<file path="config.mk">
export PLATFORM = sky130hd
export DESIGN_NAME = mem_arbiter_flat
export DESIGN_NICKNAME = d
export VERILOG_FILES = /design/src/rtl/mem_arb_pkg.sv /design/src/rtl/mem_arbiter_if.sv /design/src/rtl/mem_lane_merge.sv /design/src/rtl/mem_arbiter.sv /design/src/flat_wrapper.sv
export SDC_FILE = /design/constraint.sdc
export NUM_CORES = 1
export LEC_CHECK = 0
export CORE_MARGIN = 8
export CORE_UTILIZATION = 40
export CTS_CLUSTER_DIAMETER = 60
export DETAILED_ROUTE_END_ITERATION = 6
export DONT_BUFFER_PORTS = 1
export MAX_ROUTING_LAYER = met4
export PLACE_DENSITY = 0.58
export RECOVER_POWER = 25
export SETUP_SLACK_MARGIN = 0.15
export SLEW_MARGIN = 20
export SYNTH_ARGS = -nofsm -noshare
export SYNTH_HDL_FRONTEND = slang
export SYNTH_SLANG_ARGS = --single-unit
export TNS_END_PERCENT = 20
</file>
<file path="constraint.sdc">
create_clock -name clk -period 2.55 [get_ports clk]
set_input_delay 0.51 -clock clk [delete_from_list [all_inputs] [get_ports clk]]
set_output_delay 0.51 -clock clk [all_outputs]
set_load 0.02 [all_outputs]
</file>
<file path="src/rtl/mem_arb_pkg.sv">
// Shared types for the two-port memory arbiter: FSM states, access sizes,
// the latched request payload and the alignment check.
package mem_arb_pkg;

    localparam int unsigned ADDR_W = 32;
    localparam int unsigned DATA_W = 32;
    localparam int unsigned NPORT  = 2;

    typedef enum logic [2:0] {
        IDLE   = 3'd0,
        ACCESS = 3'd1,
        WAIT   = 3'd2,
        WRITE  = 3'd3,
        RESP   = 3'd4
    } state_e;

    typedef enum logic [1:0] {
        SIZE_B = 2'b00,
        SIZE_H = 2'b01,
        SIZE_W = 2'b10,
        SIZE_X = 2'b11
    } size_e;

    typedef struct packed {
        logic [ADDR_W-1:0] addr;
        logic [DATA_W-1:0] wdata;
        logic              we;
        size_e             size;
    } mem_req_t;

    // True when the access cannot be served: illegal size or unaligned address.
    function automatic logic misaligned(input size_e size, input logic [1:0] offset);
        logic bad;
        case (size)
            SIZE_B:  bad = 1'b0;
            SIZE_H:  bad = offset[0];
            SIZE_W:  bad = (offset != 2'b00);
            default: bad = 1'b1;
        endcase
        return bad;
    endfunction

endpackage

</file>
<file path="src/rtl/mem_arbiter_if.sv">
// Requester, response and RAM data-port signals of the memory arbiter.
interface mem_arbiter_if;
    import mem_arb_pkg::*;

    logic [NPORT-1:0]             req_valid;
    logic [NPORT-1:0]             req_ready;
    logic [NPORT-1:0][ADDR_W-1:0] req_addr;
    logic [NPORT-1:0][DATA_W-1:0] req_wdata;
    logic [NPORT-1:0]             req_we;
    logic [NPORT-1:0][1:0]        req_size;

    logic [NPORT-1:0]             rsp_valid;
    logic [DATA_W-1:0]            rsp_rdata;
    logic                         rsp_err;

    logic                         ram_en;
    logic                         ram_wr;
    logic [ADDR_W-1:0]            ram_addr;
    logic [DATA_W-1:0]            ram_wdata;
    logic [DATA_W-1:0]            ram_rdata;

    modport slave (
        input  req_valid, req_addr, req_wdata, req_we, req_size, ram_rdata,
        output req_ready, rsp_valid, rsp_rdata, rsp_err,
               ram_en, ram_wr, ram_addr, ram_wdata
    );

    modport master (
        output req_valid, req_addr, req_wdata, req_we, req_size, ram_rdata,
        input  req_ready, rsp_valid, rsp_rdata, rsp_err,
               ram_en, ram_wr, ram_addr, ram_wdata
    );

endinterface

</file>
<file path="src/rtl/mem_lane_merge.sv">
// Byte-lane helper: merges sub-word store data into the old RAM word and
// extracts right-aligned, zero-extended load data from a RAM word.
module mem_lane_merge
    import mem_arb_pkg::*;
(
    input  logic [DATA_W-1:0] old_word,
    input  logic [DATA_W-1:0] wdata,
    input  logic [1:0]        offset,
    input  size_e             size,
    output logic [DATA_W-1:0] merged,
    output logic [DATA_W-1:0] extracted
);

    logic [DATA_W-1:0] size_mask;
    logic [DATA_W-1:0] lane_mask;
    logic [4:0]        shamt;

    always_comb begin
        shamt = {offset, 3'b000};
        case (size)
            SIZE_B:  size_mask = DATA_W'(32'h0000_00FF);
            SIZE_H:  size_mask = DATA_W'(32'h0000_FFFF);
            default: size_mask = '1;
        endcase
        lane_mask = size_mask << shamt;
        merged    = (old_word & ~lane_mask) | ((wdata << shamt) & lane_mask);
        extracted = (old_word >> shamt) & size_mask;
    end

endmodule

</file>
<file path="src/rtl/mem_arbiter.sv">
// Two-port round-robin arbiter in front of a single-port word RAM, with
// read-modify-write for byte/half stores and misalignment error responses.
module mem_arbiter
    import mem_arb_pkg::*;
(
    input  logic         clk,
    input  logic         rst,
    mem_arbiter_if.slave bus
);

    state_e            state;
    state_e            next_state;
    mem_req_t          req_q;
    mem_req_t          grant_req;
    logic              port_q;
    logic              err_q;
    logic              last_q;
    logic [DATA_W-1:0] rdata_q;
    logic              grant_port;
    logic [NPORT-1:0]  grant_c;
    logic              accept_c;
    logic [DATA_W-1:0] merged;
    logic [DATA_W-1:0] extracted;

    logic              ram_en_c;
    logic              ram_wr_c;
    logic [ADDR_W-1:0] ram_addr_c;
    logic [DATA_W-1:0] ram_wdata_c;
    logic [NPORT-1:0]  rsp_valid_c;
    logic [DATA_W-1:0] rsp_rdata_c;
    logic              rsp_err_c;

    // Round-robin grant: with both valid, favour the port not served last.
    always_comb begin
        grant_c    = '0;
        grant_port = 1'b0;
        if (state == IDLE && !rst) begin
            grant_port          = (&bus.req_valid) ? ~last_q : bus.req_valid[1];
            grant_c[grant_port] = |bus.req_valid;
        end
    end

    assign bus.req_ready = grant_c;
    assign accept_c      = |grant_c;

    always_comb begin
        grant_req.addr  = bus.req_addr[grant_port];
        grant_req.wdata = bus.req_wdata[grant_port];
        grant_req.we    = bus.req_we[grant_port];
        grant_req.size  = size_e'(bus.req_size[grant_port]);
    end

    mem_lane_merge u_lane (
        .old_word  (bus.ram_rdata),
        .wdata     (req_q.wdata),
        .offset    (req_q.addr[1:0]),
        .size      (req_q.size),
        .merged    (merged),
        .extracted (extracted)
    );

    always_ff @(posedge clk) begin
        if (rst) state <= IDLE;
        else     state <= next_state;
    end

    always_comb begin
        next_state = state;
        case (state)
            IDLE: begin
                if (accept_c)
                    next_state = misaligned(grant_req.size, grant_req.addr[1:0]) ? RESP : ACCESS;
            end
            ACCESS:  next_state = (req_q.we && req_q.size == SIZE_W) ? RESP : WAIT;
            WAIT:    next_state = req_q.we ? WRITE : RESP;
            WRITE:   next_state = RESP;
            RESP:    next_state = IDLE;
            default: next_state = IDLE;
        endcase
    end

    // Transaction context, frozen at acceptance so later input changes are ignored.
    always_ff @(posedge clk) begin
        if (rst) begin
            req_q   <= '0;
            port_q  <= 1'b0;
            err_q   <= 1'b0;
            last_q  <= 1'b1;
            rdata_q <= '0;
        end else begin
            if (accept_c) begin
                req_q   <= grant_req;
                port_q  <= grant_port;
                last_q  <= grant_port;
                err_q   <= misaligned(grant_req.size, grant_req.addr[1:0]);
                rdata_q <= '0;
            end
            if (state == WAIT && !req_q.we)
                rdata_q <= extracted;
        end
    end

    // RAM strobes are computed from the upcoming state so they register into it.
    always_comb begin
        ram_en_c    = 1'b0;
        ram_wr_c    = 1'b0;
        ram_addr_c  = '0;
        ram_wdata_c = '0;
        rsp_valid_c = '0;
        rsp_rdata_c = '0;
        rsp_err_c   = 1'b0;
        case (next_state)
            ACCESS: begin
                ram_en_c   = 1'b1;
                ram_addr_c = {grant_req.addr[ADDR_W-1:2], 2'b00};
                if (grant_req.we && grant_req.size == SIZE_W) begin
                    ram_wr_c    = 1'b1;
                    ram_wdata_c = grant_req.wdata;
                end
            end
            WRITE: begin
                ram_en_c    = 1'b1;
                ram_wr_c    = 1'b1;
                ram_addr_c  = {req_q.addr[ADDR_W-1:2], 2'b00};
                ram_wdata_c = merged;
            end
            default: ;
        endcase
        if (state == RESP) begin
            rsp_valid_c[port_q] = 1'b1;
            rsp_rdata_c         = rdata_q;
            rsp_err_c           = err_q;
        end
    end

    always_ff @(posedge clk) begin
        if (rst) begin
            bus.ram_en    <= 1'b0;
            bus.ram_wr    <= 1'b0;
            bus.ram_addr  <= '0;
            bus.ram_wdata <= '0;
            bus.rsp_valid <= '0;
            bus.rsp_rdata <= '0;
            bus.rsp_err   <= 1'b0;
        end else begin
            bus.ram_en    <= ram_en_c;
            bus.ram_wr    <= ram_wr_c;
            bus.ram_addr  <= ram_addr_c;
            bus.ram_wdata <= ram_wdata_c;
            bus.rsp_valid <= rsp_valid_c;
            bus.rsp_rdata <= rsp_rdata_c;
            bus.rsp_err   <= rsp_err_c;
        end
    end

endmodule

</file>
<file path="src/flat_wrapper.sv">
// flat-port wrapper written by rule: the top's interface ports become plain ports
module mem_arbiter_flat import mem_arb_pkg::*;
  (clk, rst, bus_req_valid, bus_req_addr, bus_req_wdata, bus_req_we, bus_req_size, bus_ram_rdata, bus_req_ready, bus_rsp_valid, bus_rsp_rdata, bus_rsp_err, bus_ram_en, bus_ram_wr, bus_ram_addr, bus_ram_wdata);
  mem_arbiter_if bus_i ();
  input  logic clk;
  input  logic rst;
  input wire logic [$bits(bus_i.req_valid)-1:0] bus_req_valid;
  input wire logic [$bits(bus_i.req_addr)-1:0] bus_req_addr;
  input wire logic [$bits(bus_i.req_wdata)-1:0] bus_req_wdata;
  input wire logic [$bits(bus_i.req_we)-1:0] bus_req_we;
  input wire logic [$bits(bus_i.req_size)-1:0] bus_req_size;
  input wire logic [$bits(bus_i.ram_rdata)-1:0] bus_ram_rdata;
  output wire logic [$bits(bus_i.req_ready)-1:0] bus_req_ready;
  output wire logic [$bits(bus_i.rsp_valid)-1:0] bus_rsp_valid;
  output wire logic [$bits(bus_i.rsp_rdata)-1:0] bus_rsp_rdata;
  output wire logic [$bits(bus_i.rsp_err)-1:0] bus_rsp_err;
  output wire logic [$bits(bus_i.ram_en)-1:0] bus_ram_en;
  output wire logic [$bits(bus_i.ram_wr)-1:0] bus_ram_wr;
  output wire logic [$bits(bus_i.ram_addr)-1:0] bus_ram_addr;
  output wire logic [$bits(bus_i.ram_wdata)-1:0] bus_ram_wdata;
  assign bus_i.req_valid = bus_req_valid;
  assign bus_i.req_addr = bus_req_addr;
  assign bus_i.req_wdata = bus_req_wdata;
  assign bus_i.req_we = bus_req_we;
  assign bus_i.req_size = bus_req_size;
  assign bus_i.ram_rdata = bus_ram_rdata;
  assign bus_req_ready = bus_i.req_ready;
  assign bus_rsp_valid = bus_i.rsp_valid;
  assign bus_rsp_rdata = bus_i.rsp_rdata;
  assign bus_rsp_err = bus_i.rsp_err;
  assign bus_ram_en = bus_i.ram_en;
  assign bus_ram_wr = bus_i.ram_wr;
  assign bus_ram_addr = bus_i.ram_addr;
  assign bus_ram_wdata = bus_i.ram_wdata;
  mem_arbiter u_core (.clk(clk), .rst(rst), .bus(bus_i));
endmodule
</file>
==> impl_metrics.ini, run 1 <==
[min_path]
worstHoldPathType = input port to register

[clock_network]
clock_latency_ns = 0.50
cts_buffer_depth = 3
htreeDepth = 1
cts_root_buf = clkbuf_16
ctsHoldBuffers = 0
cts_tree = done
clkTransAtPathRegs_ns = 0.06
numCtsBuffers = 23
clock_sink_count = 204

[drt]
postRouteAntennaNets = 0
drt_iter0_drc = 507
vias = 6567
vias_per_cell = 5.70
routed_wl_mm = 27.1
dr.pass1.iters = 5
avgRoutedWirePerCell_um = 23.5
drc = 0

[synth]
synth.top_cell.area_share = 0.477
yosys.area.top_type = dfxtp_1
ys_types = 50
synth_area_um2 = 8560
synth_seq_cells = 204
synth_common_cells = dfxtp_1 (204), nor2_1 (103), mux2i_1 (102)
synth-edff-count = 0
yosysMostFrequentCell = dfxtp_1
yosysWarnings = 0
ys_seq_area_frac = 0.477
ys.flop_type = dfxtp_1
async_flop_share = 0
synthCells = 887
syn_avg_cell_area_um2 = 9.65
yosys-top-cells-area = dfxtp_1 (48%), mux2i_1 (12%), a211oi_1 (5.0%), nor2_1 (4.5%), nand2_1 (3.0%)

[global_route]
grt-busiest-layer = met2
grt_pass1_wl_mm = 39.9
grtUsageMet2 = 0.299
overflow = 0
grt_max_degree = 107
antenna_found_initial = 0
use_met3 = 0.0509
grt_use_met1 = 0.254
grt_usage = 0.200
grt_pass1_vias = 6447

[die]
io_pins = 273
die_w_um = 162
die_y_um = 162
rows = 53
dieArea_um2 = 26300
core_area_um2 = 21000
start_util = 0.407

[place]
portBuffers = 0
place_area_um2 = 8830
dp.cells = 1111
gp_congestion = 0.888
dp_hpwl_mm = 20.0
post-place-ws_ns = 0.443

[final_layout]
fin_nets = 1034
layout-drive-gt1-share = 0.117
area_growth_pct = 11.7
design_area_um2 = 9560
regArea_um2 = 4090
multi_input_area_um2 = 4150
stdcell_count = 1153
antenna_cells = 0
fillers = 2019

[worst_setup_path]
arrival_ns = 1.87
worstSetupPathType = register to output port
critical_path_required_ns = 2.04
crit_path_end_kind = output port
crit_path_max_fanout = 9
start_kind = register

[power]
pwr-share-comb = 0.136
netSwitchingFraction = 0.269
clockPowerShare = 0.404
vdd_drop_max_mv = 0.456
p_seq_frac = 0.460
p_int_mw = 5.68
power_density_nw_per_um2 = 812
power_switching_mw = 2.08
leakagePower_nw = 3.78

[sta]
skew_ns = 0.0109
finalSetupViolCount = 0
fmax_mhz = 420
min_period_over_period = 0.933
setup_slack_ns = 0.172
hold_violations = 0
fin_tns_setup_ns = 0
drv_slew = 0
whs_ns = 0.0967
slew_headroom = 0.271
rsz0062_at_grt = true
worst_slew_pin_slew_ns = 1.09
period_needed_ns = 2.38

[run]
cap_violations = 0

[status]
outcome = completed
area by class of cell:
cell class	instances	share of cell area
clock inverter	10	0.00850
multi-input combinational	601	0.434
timing repair buffer	28	0.0255
inverter	6	0.00236
clock buffer	29	0.0667
sequential	204	0.427
tap	275	0.0360
registers in the layout, indices dropped and copies added, names as in the netlist:
| register | flops |
|---|---|
| u_core.rdata_q | 32 |
| u_core.req_q | 67 |
| u_core.bus.ram_addr | 30 |
| u_core.bus.ram_wr | 1 |
| u_core.err_q | 1 |
| u_core.state | 3 |
| u_core.bus.ram_en | 1 |
| u_core.port_q | 1 |
| u_core.bus.ram_wdata | 32 |
| u_core.last_q | 1 |
| u_core.bus.rsp_valid | 2 |
| u_core.bus.rsp_rdata | 32 |
| u_core.bus.rsp_err | 1 |
power by group through the flow:
stage	clock, mW	sequential (mW)	combinational (mW)
floorplan	0	3.56	0.873
global placement	0	3.63	1.04
detailed placement	0	3.64	1.04
CTS	3.22	3.57	1.05
global route	3.36	3.59	1.16
finish	3.14	3.57	1.05
metrics by stage:
| stage | total power [mW] | util |
|---|---|---|
| finish | 7.76 | 0.455 |
| global route | 8.11 | 0.455 |
| CTS | 7.85 | 0.455 |
| detailed placement | 4.68 | 0.420 |
| global placement | 4.67 | 0.420 |
| floorplan | 4.43 | - |
path summary, 6_finish.rpt:
check / start / to / slack [ns] / cells after the start
max: u_core.state[1]$_SDFF_PP0_ / bus_req_ready[0] / 0.17 / 3
min: rst / u_core.req_q[2]$_SDFFE_PP0P_ / 0.1 / 1
max reg2reg: u_core.state[1]$_SDFF_PP0_ / u_core.bus.ram_wdata[19]$_SDFF_PP0_ / 0.42 / 4
min reg2reg: u_core.req_q[51]$_SDFFE_PP0P_ / u_core.bus.ram_addr[16]$_SDFF_PP0_ / 0.44 / 2
cell families after synthesis:
| kind of cell | Yosys count | share of synthesized area |
|---|---|---|
| multiplexers | 126 | 0.161 |
| other | 1 | 0.000438 |
| AO/OA/AOI/OAI | 225 | 0.184 |
| flip-flops | 204 | 0.477 |
| buffers and inverters | 83 | 0.0414 |
| AND/OR/NAND/NOR | 248 | 0.136 |
per-layer routing:
metal  wire, um  up-vias
met5          0        -
met3       2020       63
met2      12300      250
met1      11600     3065
li1           -     3189
met4       1130        0
worst max-delay path, cell delays in order, from the launching register on:
cell and delay (ns):
dfxtp_1 0.39, or4_4 0.58, a211oi_2 0.20, buf_4 0.20
placed cells by master (no fill, tap or decap), types with 8 or more instances in the layout:
cell / count
o2bb2ai_1: 8
nand3_1: 8
o22ai_1: 24
a22oi_1: 34
nor2_1: 103
o211ai_1: 9
mux2i_1: 102
dfxtp_1: 202
and2_1: 20
a21oi_1: 20
a311oi_1: 13
o221ai_1: 8
mux2_2: 16
a32oi_1: 8
mux4_2: 8
nand2_1: 68
a211oi_1: 56
and2_0: 16
nor3b_1: 8
clkbuf_16: 23
buf_4: 24
o21ai_1: 29
what timing repair did:
item | in CTS | in global routing
gates cloned | 0 | 0
resized for setup | 2 | 0
endpoints found under the setup margin | 2 | 2
setup buffers | 1 | 2
pin swaps | 1 | 1
No activity file was read; power rests on OpenSTA's default activity.
==> inputs of run 2 (changes only) <==
HOLD_SLACK_MARGIN = 0.15   (was default)
REMOVE_ABC_BUFFERS = 1   (was default)
==> impl_metrics.ini, run 2 (synthesized netlist as in run 1, its figures left out) <==
[worst_setup_path]
cp_top_family = simple AND/OR/NAND/NOR gates
critical_path_required_ns = 2.04
start_kind = register
cp_num_buf_inv = 1
worst_path_largest_cell_delay_ns = 0.56
worstSetupPathType = register to output port
regToRegEndpoint = u_core.bus.ram_wdata[31]$_SDFF_PP0_
crit_path_end_kind = output port
arrival_ns = 1.90
cpMaxStageDelayCell = or4_4
r2r-start = u_core.state[2]$_SDFF_PP0_
reg2regPathDepth = 6
crit_path_max_fanout = 9
cp_cell_sequence = or4_4, a211oi_4, buf_12
r2r_slack_ns = 0.48

[final_layout]
multi_input_area_um2 = 4170
area_growth_pct = 16.1
regArea_um2 = 4090
final_cell_mix = dfxtp_1 (200), nor2_1 (103), mux2i_1 (102)
fin_util = 0.473
layout-drive-gt1-share = 0.133
fillers = 1973
stdcell_count = 1185
final_common_cell = dfxtp_1
largest-register = u_core.req_q
fin_nets = 1066
antenna_cells = 0
largest_reg_flops = 67

[die]
start_util = 0.407
rows = 53
io_pins = 273
die_y_um = 162
dieArea_um2 = 26300
core_area_um2 = 21000
die_w_um = 162

[power]
vdd_drop_max_mv = 0.441
power_density_nw_per_um2 = 801
leakagePower_nw = 3.95

[global_route]
antenna_found_initial = 0
grt_use_met1 = 0.262
use_met3 = 0.0645
grt-busiest-layer = met2
grt_usage = 0.213
grt_pass1_vias = 7016
overflow = 0
grt_pass1_wl_mm = 42.6
grtUsageMet2 = 0.327
grt_max_degree = 103

[clock_network]
htreeDepth = 1
cts_root_buf = clkbuf_16
clkTransAtPathRegs_ns = 0.06
numCtsBuffers = 23
clock_latency_ns = 0.51
cts_buffer_depth = 3
clock_sink_count = 204
cts_tree = done

[drt]
dr.pass1.iters = 5
drc = 0
vias_per_cell = 5.71
avgRoutedWirePerCell_um = 23.8
drt_iter0_drc = 376
postRouteAntennaNets = 0
vias = 6764
routed_wl_mm = 28.2

[min_path]
worstHoldPathType = input port to register
hp-start = bus_ram_rdata[27]
min_path_cells = 2
hold_end = u_core.rdata_q[27]$_SDFFE_PP0P_

[sta]
slew_headroom = 0.366
worst_slew_pin_slew_ns = 0.950
setup_slack_ns = 0.142
skew_ns = 0.0183
fin_tns_setup_ns = 0
hold_violations = 0
period_needed_ns = 2.41
drv_slew = 0
finalSetupViolCount = 0
min_period_over_period = 0.944
rsz0062_at_grt = true
fmax_mhz = 415
whs_ns = 0.166

[place]
portBuffers = 0
dp_hpwl_mm = 19.8
gp_congestion = 0.890
post-place-ws_ns = 0.390
dp.cells = 1122

[status]
outcome = completed

[run]
cap_violations = 0
## run 2: cell count changes in the layout (fill, tap and decap cells not counted), sizes merged
cell | previous run | this run
dlygate4sd3 | 0 | 17
buf | 27 | 43
clkinv | 8 | 5
bufinv | 1 | 2
clkbuf | 30 | 31
## run 2: final cells by class
type | count | area share
Tap cell | 275 | 0.0346
Timing Repair Buffer | 60 | 0.0592
Sequential cell | 204 | 0.412
Clock buffer | 31 | 0.0629
Multi-Input combinational cell | 601 | 0.419
Clock inverter | 8 | 0.00982
Inverter | 6 | 0.00264
## run 2: worst reg2reg max path, stage by stage (launching register included)
cell	delay [ns]
dfxtp_1	0.41
or4_4	0.56
buf_4	0.16
o211a_1	0.22
o21ai_2	0.14
buf_4	0.28
o22ai_1	0.16
## run 2: stage by stage
stage	power [mW]	instance area, um^2
global route	8.31	9940
detailed placement	4.76	8960
global placement	4.74	8960
floorplan	4.40	8230
CTS	8.05	9910
finish	7.97	9940
## run 2: what timing repair did
action                     4_1_cts  5_1_grt
resized for setup                5        1
pin swaps                        3        3
setup endpoints to repair        2        2
hold endpoints to repair       102        0
buffers inserted                 2        4
hold buffers                    18        0
## run 2: worst max path at each step
stage                                               end  cells past startpoint                       start  slack (ns)
floorplan            u_core.bus.ram_wdata[0]$_SDFF_PP0_                      4  u_core.state[0]$_SDFF_PP0_       -1.85
global placement    u_core.bus.ram_wdata[24]$_SDFF_PP0_                      5  u_core.state[0]$_SDFF_PP0_        0.43
detailed placement  u_core.bus.ram_wdata[24]$_SDFF_PP0_                      5  u_core.state[0]$_SDFF_PP0_        0.39
CTS                                    bus_req_ready[0]                      3  u_core.state[1]$_SDFF_PP0_        0.12
global route                           bus_req_ready[0]                      3  u_core.state[2]$_SDFF_PP0_        0.10
finish                                 bus_req_ready[0]                      3  u_core.state[2]$_SDFF_PP0_        0.14
## run 2: where the power goes
group	leakage (nW)	internal (mW)	switching [mW]	total (mW)
combinational	1.93	0.522	0.667	1.19
clock	0.357	1.92	1.28	3.20
sequential	1.66	3.37	0.208	3.58
## run 2: routing by layer
layer / share of wire / vias up / routed length (um)
met4: 0.033 / 0 / 924
li1: - / 3246 / -
met2: 0.45 / 290 / 12700
met3: 0.086 / 50 / 2420
met5: 0 / - / 0
met1: 0.43 / 3178 / 12100
